[src/rtl/id_ex_pack_reg_if.sv]
// ID/EX boundary bus: decode-side operands and controls in, packed bundle,
// valid flag and back-pressure out.
interface id_ex_pack_reg_if #(
  parameter int WIDTH = 166
);
  logic             id_valid;
  logic [31:0]      id_next_pc;
  logic [31:0]      id_op_a;
  logic [31:0]      id_op_b;
  logic [25:0]      id_offset26;
  logic [15:0]      id_offset16;
  logic [5:0]       id_opcode;
  logic [4:0]       id_dest_reg;
  logic [16:0]      id_ctrl;
  logic [4:0]       id_rs1;
  logic [4:0]       id_rs2;
  logic             id_uses_rs1;
  logic             id_uses_rs2;
  logic             flush;
  logic             ex_stall;
  logic [0:WIDTH-1] out;
  logic             ex_valid;
  logic             id_stall;

  modport master (
    output id_valid, id_next_pc, id_op_a, id_op_b, id_offset26, id_offset16,
           id_opcode, id_dest_reg, id_ctrl, id_rs1, id_rs2, id_uses_rs1,
           id_uses_rs2, flush, ex_stall,
    input  out, ex_valid, id_stall
  );

  modport slave (
    input  id_valid, id_next_pc, id_op_a, id_op_b, id_offset26, id_offset16,
           id_opcode, id_dest_reg, id_ctrl, id_rs1, id_rs2, id_uses_rs1,
           id_uses_rs2, flush, ex_stall,
    output out, ex_valid, id_stall
  );
endinterface

[src/rtl/id_ex_pack_reg.sv]
// ID/EX pipeline register: packs decode fields into the 166-bit bundle, inserts
// flush/load-use bubbles. Define ID_EX_MUL_STALL_EN to enable multi-cycle mul hold.
module id_ex_pack_reg #(
  parameter int WIDTH      = 166,
  parameter int MUL_CYCLES = 4
) (
  input  logic            clock,
  input  logic            reset,
  id_ex_pack_reg_if.slave io
);
  // Bundle bit positions (bit 0 is the MSB of nextPC).
  localparam int B_DEST     = 144;
  localparam int B_REGWRITE = 155;
  localparam int B_MEMTOREG = 156;
  localparam int CTRL_MUL   = 6;   // mul flag inside id_ctrl[16:0]

  if (MUL_CYCLES < 1 || MUL_CYCLES > 15) begin : g_bad_mul
    $error("MUL_CYCLES out of range 1..15");
  end

  logic [0:WIDTH-1] out_q, out_d, pack_w;
  logic             vld_q, vld_d;
  logic [4:0]       ex_dest;
  logic             rs1_hit, rs2_hit;
  logic             lu;
  logic             mul_busy;

  assign pack_w = {io.id_next_pc, io.id_op_a, io.id_op_b, io.id_offset26,
                   io.id_offset16, io.id_opcode, io.id_dest_reg, io.id_ctrl};

  assign ex_dest = out_q[B_DEST +: 5];
  assign rs1_hit = io.id_uses_rs1 && (io.id_rs1 == ex_dest);
  assign rs2_hit = io.id_uses_rs2 && (io.id_rs2 == ex_dest);
  assign lu      = vld_q && out_q[B_MEMTOREG] && out_q[B_REGWRITE] &&
                   (ex_dest != 5'd0) && (rs1_hit || rs2_hit) && io.id_valid;

`ifdef ID_EX_MUL_STALL_EN
  localparam logic [3:0] MUL_LOAD = 4'(MUL_CYCLES - 1);

  logic [3:0] cnt_q, cnt_d;

  assign mul_busy = (cnt_q != 4'd0);

  always_comb begin
    cnt_d = cnt_q;
    if (io.flush)
      cnt_d = 4'd0;
    else if (io.ex_stall)
      cnt_d = cnt_q;
    else if (mul_busy)
      cnt_d = (cnt_q == 4'd0) ? 4'd0 : cnt_q - 4'd1;
    else if (lu)
      cnt_d = 4'd0;
    else if (io.id_valid && io.id_ctrl[CTRL_MUL])
      cnt_d = MUL_LOAD;
    else
      cnt_d = 4'd0;
  end

  always_ff @(posedge clock or posedge reset) begin
    if (reset) cnt_q <= 4'd0;
    else       cnt_q <= cnt_d;
  end
`else
  assign mul_busy = 1'b0;
`endif

  // flush > ex_stall > mul hold > load-use bubble > normal load
  always_comb begin
    out_d = out_q;
    vld_d = vld_q;
    if (io.flush) begin
      out_d = '0;
      vld_d = 1'b0;
    end else if (io.ex_stall || mul_busy) begin
      out_d = out_q;
      vld_d = vld_q;
    end else if (lu) begin
      out_d = '0;
      vld_d = 1'b0;
    end else begin
      out_d = pack_w;
      vld_d = io.id_valid;
    end
  end

  always_ff @(posedge clock or posedge reset) begin
    if (reset) begin
      out_q <= '0;
      vld_q <= 1'b0;
    end else begin
      out_q <= out_d;
      vld_q <= vld_d;
    end
  end

  assign io.out      = out_q;
  assign io.ex_valid = vld_q;
  // Input ex_stall may be high during reset; keep ID free-running until release.
  assign io.id_stall = !reset && (io.ex_stall || lu || mul_busy);
endmodule

[src/flat_wrapper.sv]
// flat-port wrapper written by rule: the top's interface ports become plain ports
module id_ex_pack_reg_flat 
#(
  parameter int WIDTH      = 166,
  parameter int MUL_CYCLES = 4
)
  (clock, reset, io_id_valid, io_id_next_pc, io_id_op_a, io_id_op_b, io_id_offset26, io_id_offset16, io_id_opcode, io_id_dest_reg, io_id_ctrl, io_id_rs1, io_id_rs2, io_id_uses_rs1, io_id_uses_rs2, io_flush, io_ex_stall, io_out, io_ex_valid, io_id_stall);
  id_ex_pack_reg_if #(.WIDTH(WIDTH)) io_i ();
  input  logic clock;
  input  logic reset;
  input wire logic [$bits(io_i.id_valid)-1:0] io_id_valid;
  input wire logic [$bits(io_i.id_next_pc)-1:0] io_id_next_pc;
  input wire logic [$bits(io_i.id_op_a)-1:0] io_id_op_a;
  input wire logic [$bits(io_i.id_op_b)-1:0] io_id_op_b;
  input wire logic [$bits(io_i.id_offset26)-1:0] io_id_offset26;
  input wire logic [$bits(io_i.id_offset16)-1:0] io_id_offset16;
  input wire logic [$bits(io_i.id_opcode)-1:0] io_id_opcode;
  input wire logic [$bits(io_i.id_dest_reg)-1:0] io_id_dest_reg;
  input wire logic [$bits(io_i.id_ctrl)-1:0] io_id_ctrl;
  input wire logic [$bits(io_i.id_rs1)-1:0] io_id_rs1;
  input wire logic [$bits(io_i.id_rs2)-1:0] io_id_rs2;
  input wire logic [$bits(io_i.id_uses_rs1)-1:0] io_id_uses_rs1;
  input wire logic [$bits(io_i.id_uses_rs2)-1:0] io_id_uses_rs2;
  input wire logic [$bits(io_i.flush)-1:0] io_flush;
  input wire logic [$bits(io_i.ex_stall)-1:0] io_ex_stall;
  output wire logic [$bits(io_i.out)-1:0] io_out;
  output wire logic [$bits(io_i.ex_valid)-1:0] io_ex_valid;
  output wire logic [$bits(io_i.id_stall)-1:0] io_id_stall;
  assign io_i.id_valid = io_id_valid;
  assign io_i.id_next_pc = io_id_next_pc;
  assign io_i.id_op_a = io_id_op_a;
  assign io_i.id_op_b = io_id_op_b;
  assign io_i.id_offset26 = io_id_offset26;
  assign io_i.id_offset16 = io_id_offset16;
  assign io_i.id_opcode = io_id_opcode;
  assign io_i.id_dest_reg = io_id_dest_reg;
  assign io_i.id_ctrl = io_id_ctrl;
  assign io_i.id_rs1 = io_id_rs1;
  assign io_i.id_rs2 = io_id_rs2;
  assign io_i.id_uses_rs1 = io_id_uses_rs1;
  assign io_i.id_uses_rs2 = io_id_uses_rs2;
  assign io_i.flush = io_flush;
  assign io_i.ex_stall = io_ex_stall;
  assign io_out = io_i.out;
  assign io_ex_valid = io_i.ex_valid;
  assign io_id_stall = io_i.id_stall;
  id_ex_pack_reg #(.WIDTH(WIDTH), .MUL_CYCLES(MUL_CYCLES)) u_core (.clock(clock), .reset(reset), .io(io_i));
endmodule
[config.mk]
export PLATFORM = sky130hd
export DESIGN_NAME = id_ex_pack_reg_flat
export DESIGN_NICKNAME = d
export VERILOG_FILES = /design/src/rtl/id_ex_pack_reg_if.sv /design/src/rtl/id_ex_pack_reg.sv /design/src/flat_wrapper.sv
export SDC_FILE = /design/constraint.sdc
export NUM_CORES = 1
export LEC_CHECK = 0
export ABC_AREA = 0
export BUFFER_PORTS_ARGS = -buffer_cell sky130_fd_sc_hd__buf_2
export CAP_MARGIN = 5
export CELL_PAD_IN_SITES_DETAIL_PLACEMENT = 0
export CELL_PAD_IN_SITES_GLOBAL_PLACEMENT = 1
export CORE_MARGIN = 2
export CORE_UTILIZATION = 25
export CTS_CLUSTER_SIZE = 10
export DETAILED_ROUTE_END_ITERATION = 10
export PLACE_DENSITY_LB_ADDON = 0.1
export SYNTH_ARGS = -nofsm -noshare
export SYNTH_HDL_FRONTEND = slang
export SYNTH_SLANG_ARGS = --single-unit
[constraint.sdc]
create_clock -name clock -period 11.1 [get_ports clock]
set_input_delay 1.665 -clock clock [delete_from_list [all_inputs] [get_ports clock]]
set_output_delay 1.665 -clock clock [all_outputs]
set_load 0.01 [all_outputs]
# Word-level counts from Yosys, hierarchy flattened
# Cells that the tools add are included.
# W data, S select, Z words.
[word_totals]
output_inout_bits = 168
inputBits = 183
n_memories = 0
mem_bits_ro = 0
latchBits = 0
mem_bits_rw = 0
elab_cells = 23
regBits = 167
[op_classes]
add_sub_neg = 0
mux = 6
shift = 0
magnitude_cmp = 0
reduce_logical = 12
eq_ne = 3
mul = 0
bitwise_logic = 0
n_div = 0
[op_table]
columns = ["operator", "count"]
rows = [
  ["$mux W166", 3],
  ["$eq A5 B5 Y1", 2],
  ["$logic_and A1 B1 Y1", 8],
  ["$reduce_bool A5 Y1", 1],
  ["$mux W1", 3],
  ["$logic_or A1 B1 Y1", 2],
  ["$ne A2 B2 Y1 const B", 1],
  ["$logic_not A1 Y1", 1],
]

# Longest topological paths before layout
[depth]
depth_word = 8
depth_mapped = 6
mapped_depth_nobuf = 4

# Worst setup path before layout
# No wires, ideal clock.
[synth_path]
path_kind = "in2out"
from = "input port reset"
to = "output port io_id_stall"
arrival_ps = 5521
path_stages = 2
path_buffers = 0
t_required_ps = 9435
setup_slack_ps = 3914
path_cell_list = "inv_1 > a32o_1"
[synth_via]
elab_chain_len = 2
[synth_rtl]
columns = ["element", "line", "text"]
rows = [
  ["start: declaration", "flat_wrapper.sv:10", "input logic reset;"],
  ["$logic_not A1 Y1 (no line)", "--", ""],
  ["$logic_and A1 B1 Y1", "id_ex_pack_reg.sv:100", "assign io.id_stall = !reset && (io.ex_stall || lu || mul_busy);"],
  ["end: declaration", "flat_wrapper.sv:28", "output wire logic [$bits(io_i.id_stall)-1:0] io_id_stall;"],
]
# No other way between the ends.

# Final worst setup path
[layout_path]
from = "input port io_id_valid"
to = "output port io_id_stall"
[layout_via]
elab_chain_len = 3
[layout_rtl]
columns = ["element", "line", "text"]
rows = [
  ["start: declaration", "flat_wrapper.sv:11", "input wire logic [$bits(io_i.id_valid)-1:0] io_id_valid;"],
  ["$logic_and A1 B1 Y1", "id_ex_pack_reg.sv:35", "(ex_dest != 5'd0) && (rs1_hit || rs2_hit) && io.id_valid;"],
  ["$logic_or A1 B1 Y1", "id_ex_pack_reg.sv:100", ""],
  ["$logic_and A1 B1 Y1", "id_ex_pack_reg.sv:100", ""],
]
# No other way between the ends.

==> metrics.md <==
| Metric | Value |
|---|---|
| Count of final hold-check violations | 0 |
| Final worst path period share | 41.2% |
| Slowest cell on the critical path | buf_4 |
| Post-route ant nets | 0 |
| Initial DRT Pass Iterations | 5 |
| Final GP Congestion | 0.699 |
| Netlist cell types | 20 |
| CP Capture Type | output port |
| Part of the power in the clock network | 40.0% |
| DRC | 0 |
| Pint | 0.00105 W |
| Crit Path Max Fanout | 84 |
| Met1 usage | 24.6% |
| Vias in the first global route | 7,686 |
| Max Clk Rate | 219 MHz |
| Port Buffers | 350 |
| Share of cells above drive strength 1 | 36.6% |
| Pwr Density | 138 nW/um^2 |
| Cell Rows | 66 |
| Met2 Usage GRT | 26.2% |
| Pleak | 4.79 nW |
| Final #Nets | 1,254 |
| First-pass GRT wire length | 47,000 um |
| CTS max path bufs | 2 |
| CP delay by family, top | buffers and inverters |
| Number of synthesis warnings | 0 |
| Fin. max-slew vios | 0 |
| Root buffer cell | clkbuf_16 |
| DPL Wire Length | 18,100 um |
| Grt ovf | 0 |
| Synth Area per Inst | 10.2 um^2 |
| CTS buffer count | 17 |
| Die W | 185 um |
| VDD IR-drop max | 0.104 mV |
| Flop pwr share | 45.4% |
| Hold Path Class | flop to flop |
| Crit start category | input port |
| Switch share | 28.9% |
| # IOs | 351 |
| Worst EP required | 9.44 ns |
| Layout Cells excl Fill | 1,529 |
| Post-CTS setup buffer count | 0 |
| H-tree lvl count | 4 |
| Logic pwr share | 14.6% |
| Worst r2r path cells | 6 |
| Reg2reg end | u_core.io.out[137]$_DFFE_PP0P_ |
| Hold endpoint | u_core.io.ex_valid$_DFFE_PP0P_ |
| Skew final | 0.0152 ns |
| CTS tree | done |
| Fin util | 33.2% |
| Worst Path Buf+Inv | 2 |
| Busiest grt layer | met2 |
| Area Growth Syn to Fin | 31.3% |
| Post-Synthesis Cells | 801 |
| Placed cells | 1,494 |
| Final Critical Period | 4.58 ns |
| Grt met3 use | 5.97% |
| Clock latency on the worst-skew pair | 0.43 ns |
| Setup CP Type | input port to output port |
| Max Cap Viol | 0 |
| Commonest non-fill, non-tap cell in the layout | buf_2 |
| # resized after CTS | 0 |
| Post-CTS Hold Buffers | 0 |
| Reg clk slew, reported paths | 0.07 ns |
| Worst Hold Launch | u_core.io.ex_valid$_DFFE_PP0P_ |
| Relative slew slack | 26.4% |
| Worst Tran Pin Value | 1.10 ns |
| Power after layout | 0.00148 W |
| CP peak stage delay | 0.69 ns |
| Flops & latches, synth | 167 |
| Seq/Total Area, Yosys | 51.3% |
| Clock Sinks | 167 |
| WL per Instance | 20.1 um |
| TNS Setup | 0 ns |
| Initial Util | 25.3% |
| DR vias | 7,938 |
| Status | finished, final reports clean |
| Synthesized Nets | 984 |
| RSZ-0062 raised after global routing | no |
| Initial DRC Count | 586 |
| Pin count of the biggest net entering global routing | 230 |
| Most frequent cells in the layout | buf_2 (349), nand2_1 (168), dfrtp_1 (167) |
| Hold depth | 2 |
| FF-to-FF Start | u_core.io.out[148]$_DFFE_PP0P_ |
| Die Y | 185 um |
| Via-to-Cell Ratio | 5.19 |
| Core area | 32,300 um^2 |
| Post-Route WL | 30,700 um |
| GRT Resource Usage Total | 17.6% |
| R2r setup slk | 7.52 ns |
| Psw | 0.000427 W |
| Pre-CTS setup slack | 6.36 ns |
| Worst EP arrival | 2.91 ns |
| Setup ws final | 6.52 ns |
| Final setup fails | 0 |
| Initial antenna violation count | 7 |
| Die area | 34,100 um^2 |
| Cell Chain, Critical Path | buf_4 -> nor2b_1 -> a32o_1 -> buf_2 |
| Mapped cell area | 8150 um^2 |
==> cells by family after synthesis <==
group                  after synthesis  synth area share, %
AND/OR/NAND/NOR                    176                 8.26
flip-flops                         167                 51.3
AO/OA/AOI/OAI                      337                 33.7
XOR/XNOR                            10                 1.07
buffers and inverters              111                 5.75
==> cells in the mapped netlist, drive strengths merged <==
library cell | n | area (um^2)
nor2b | 2 | 12.5
xnor2 | 10 | 87.6
o22ai | 1 | 12.5
buf | 40 | 203
a41oi | 166 | 1450
clkbuf | 70 | 263
dfrtp | 167 | 4180
o21ai | 1 | 5.00
nand2 | 168 | 631
a21oi | 1 | 8.76
inv | 1 | 3.75
nor3 | 1 | 5.00
a2bb2oi | 1 | 8.76
a22oi | 166 | 1250
nor2 | 2 | 7.51
a32o | 1 | 10.0
nand4 | 2 | 12.5
nand3 | 1 | 5.00
==> per-stage QoR <==
stage / area, um^2 / hold slack [ns]
floorplan: 8150 / 0.547
global placement: 10100 / 0.508
detailed placement: 10100 / 0.510
CTS: 10700 / 0.527
global route: 10700 / 0.552
finish: 10700 / 0.525
==> flip-flops by register name, indices dropped and copies added (netlist names) <==
name                count
u_core.io.ex_valid      1
u_core.io.out         166
==> layout make-up <==
| cell class | instances | area (um^2) |
|---|---|---|
| timing repair buffer | 361 | 1850 |
| antenna | 3 | 7.51 |
| multi-input combinational | 523 | 3540 |
| inverter | 1 | 8.76 |
| tap | 442 | 553 |
| sequential | 167 | 4180 |
| clock inverter | 8 | 65.1 |
| clock buffer | 24 | 512 |
| fill | 3382 | 21600 |
==> worst reg2reg max path, delay by kind of cell, from the launching register on <==
family	cells	cell delay (ns)
compound gates	2	0.81
xor+xnor	1	0.17
buf+inv	2	1.67
flops	1	0.57
simple gates	1	0.18
==> how the worst max path moves through the flow <==
stage | startpoint | end | slack [ns] | depth (start not counted)
after detailed placement | io_id_rs2[2] | u_core.io.out[20]$_DFFE_PP0P_ | 6.36 | 7
after global routing | io_id_rs2[2] | io_id_stall | 6.41 | 6
after global placement | io_id_rs2[0] | u_core.io.out[134]$_DFFE_PP0P_ | 6.35 | 7
after CTS | io_id_valid | io_id_stall | 6.50 | 4
after floorplan | reset | io_id_stall | 3.91 | 2
final | io_id_valid | io_id_stall | 6.52 | 4
==> power groups by stage <==
stage / Clock [W] / Sequential [W] / Combinational, W
floorplan: 0 / 0.000695 / 0.000101
global placement: 0 / 0.000683 / 0.000220
detailed placement: 0 / 0.000682 / 0.000220
CTS: 0.000615 / 0.000671 / 0.000220
global route: 0.000639 / 0.000677 / 0.000240
finish: 0.000592 / 0.000672 / 0.000215
==> layer usage <==
layer  share of wire (%)  up-vias
met5                0.12        -
met4                0.64        6
met3                 8.5       16
met2                  45      303
met1                  45     3899
li1                    -     3714
(Power assumes the default switching activity.)
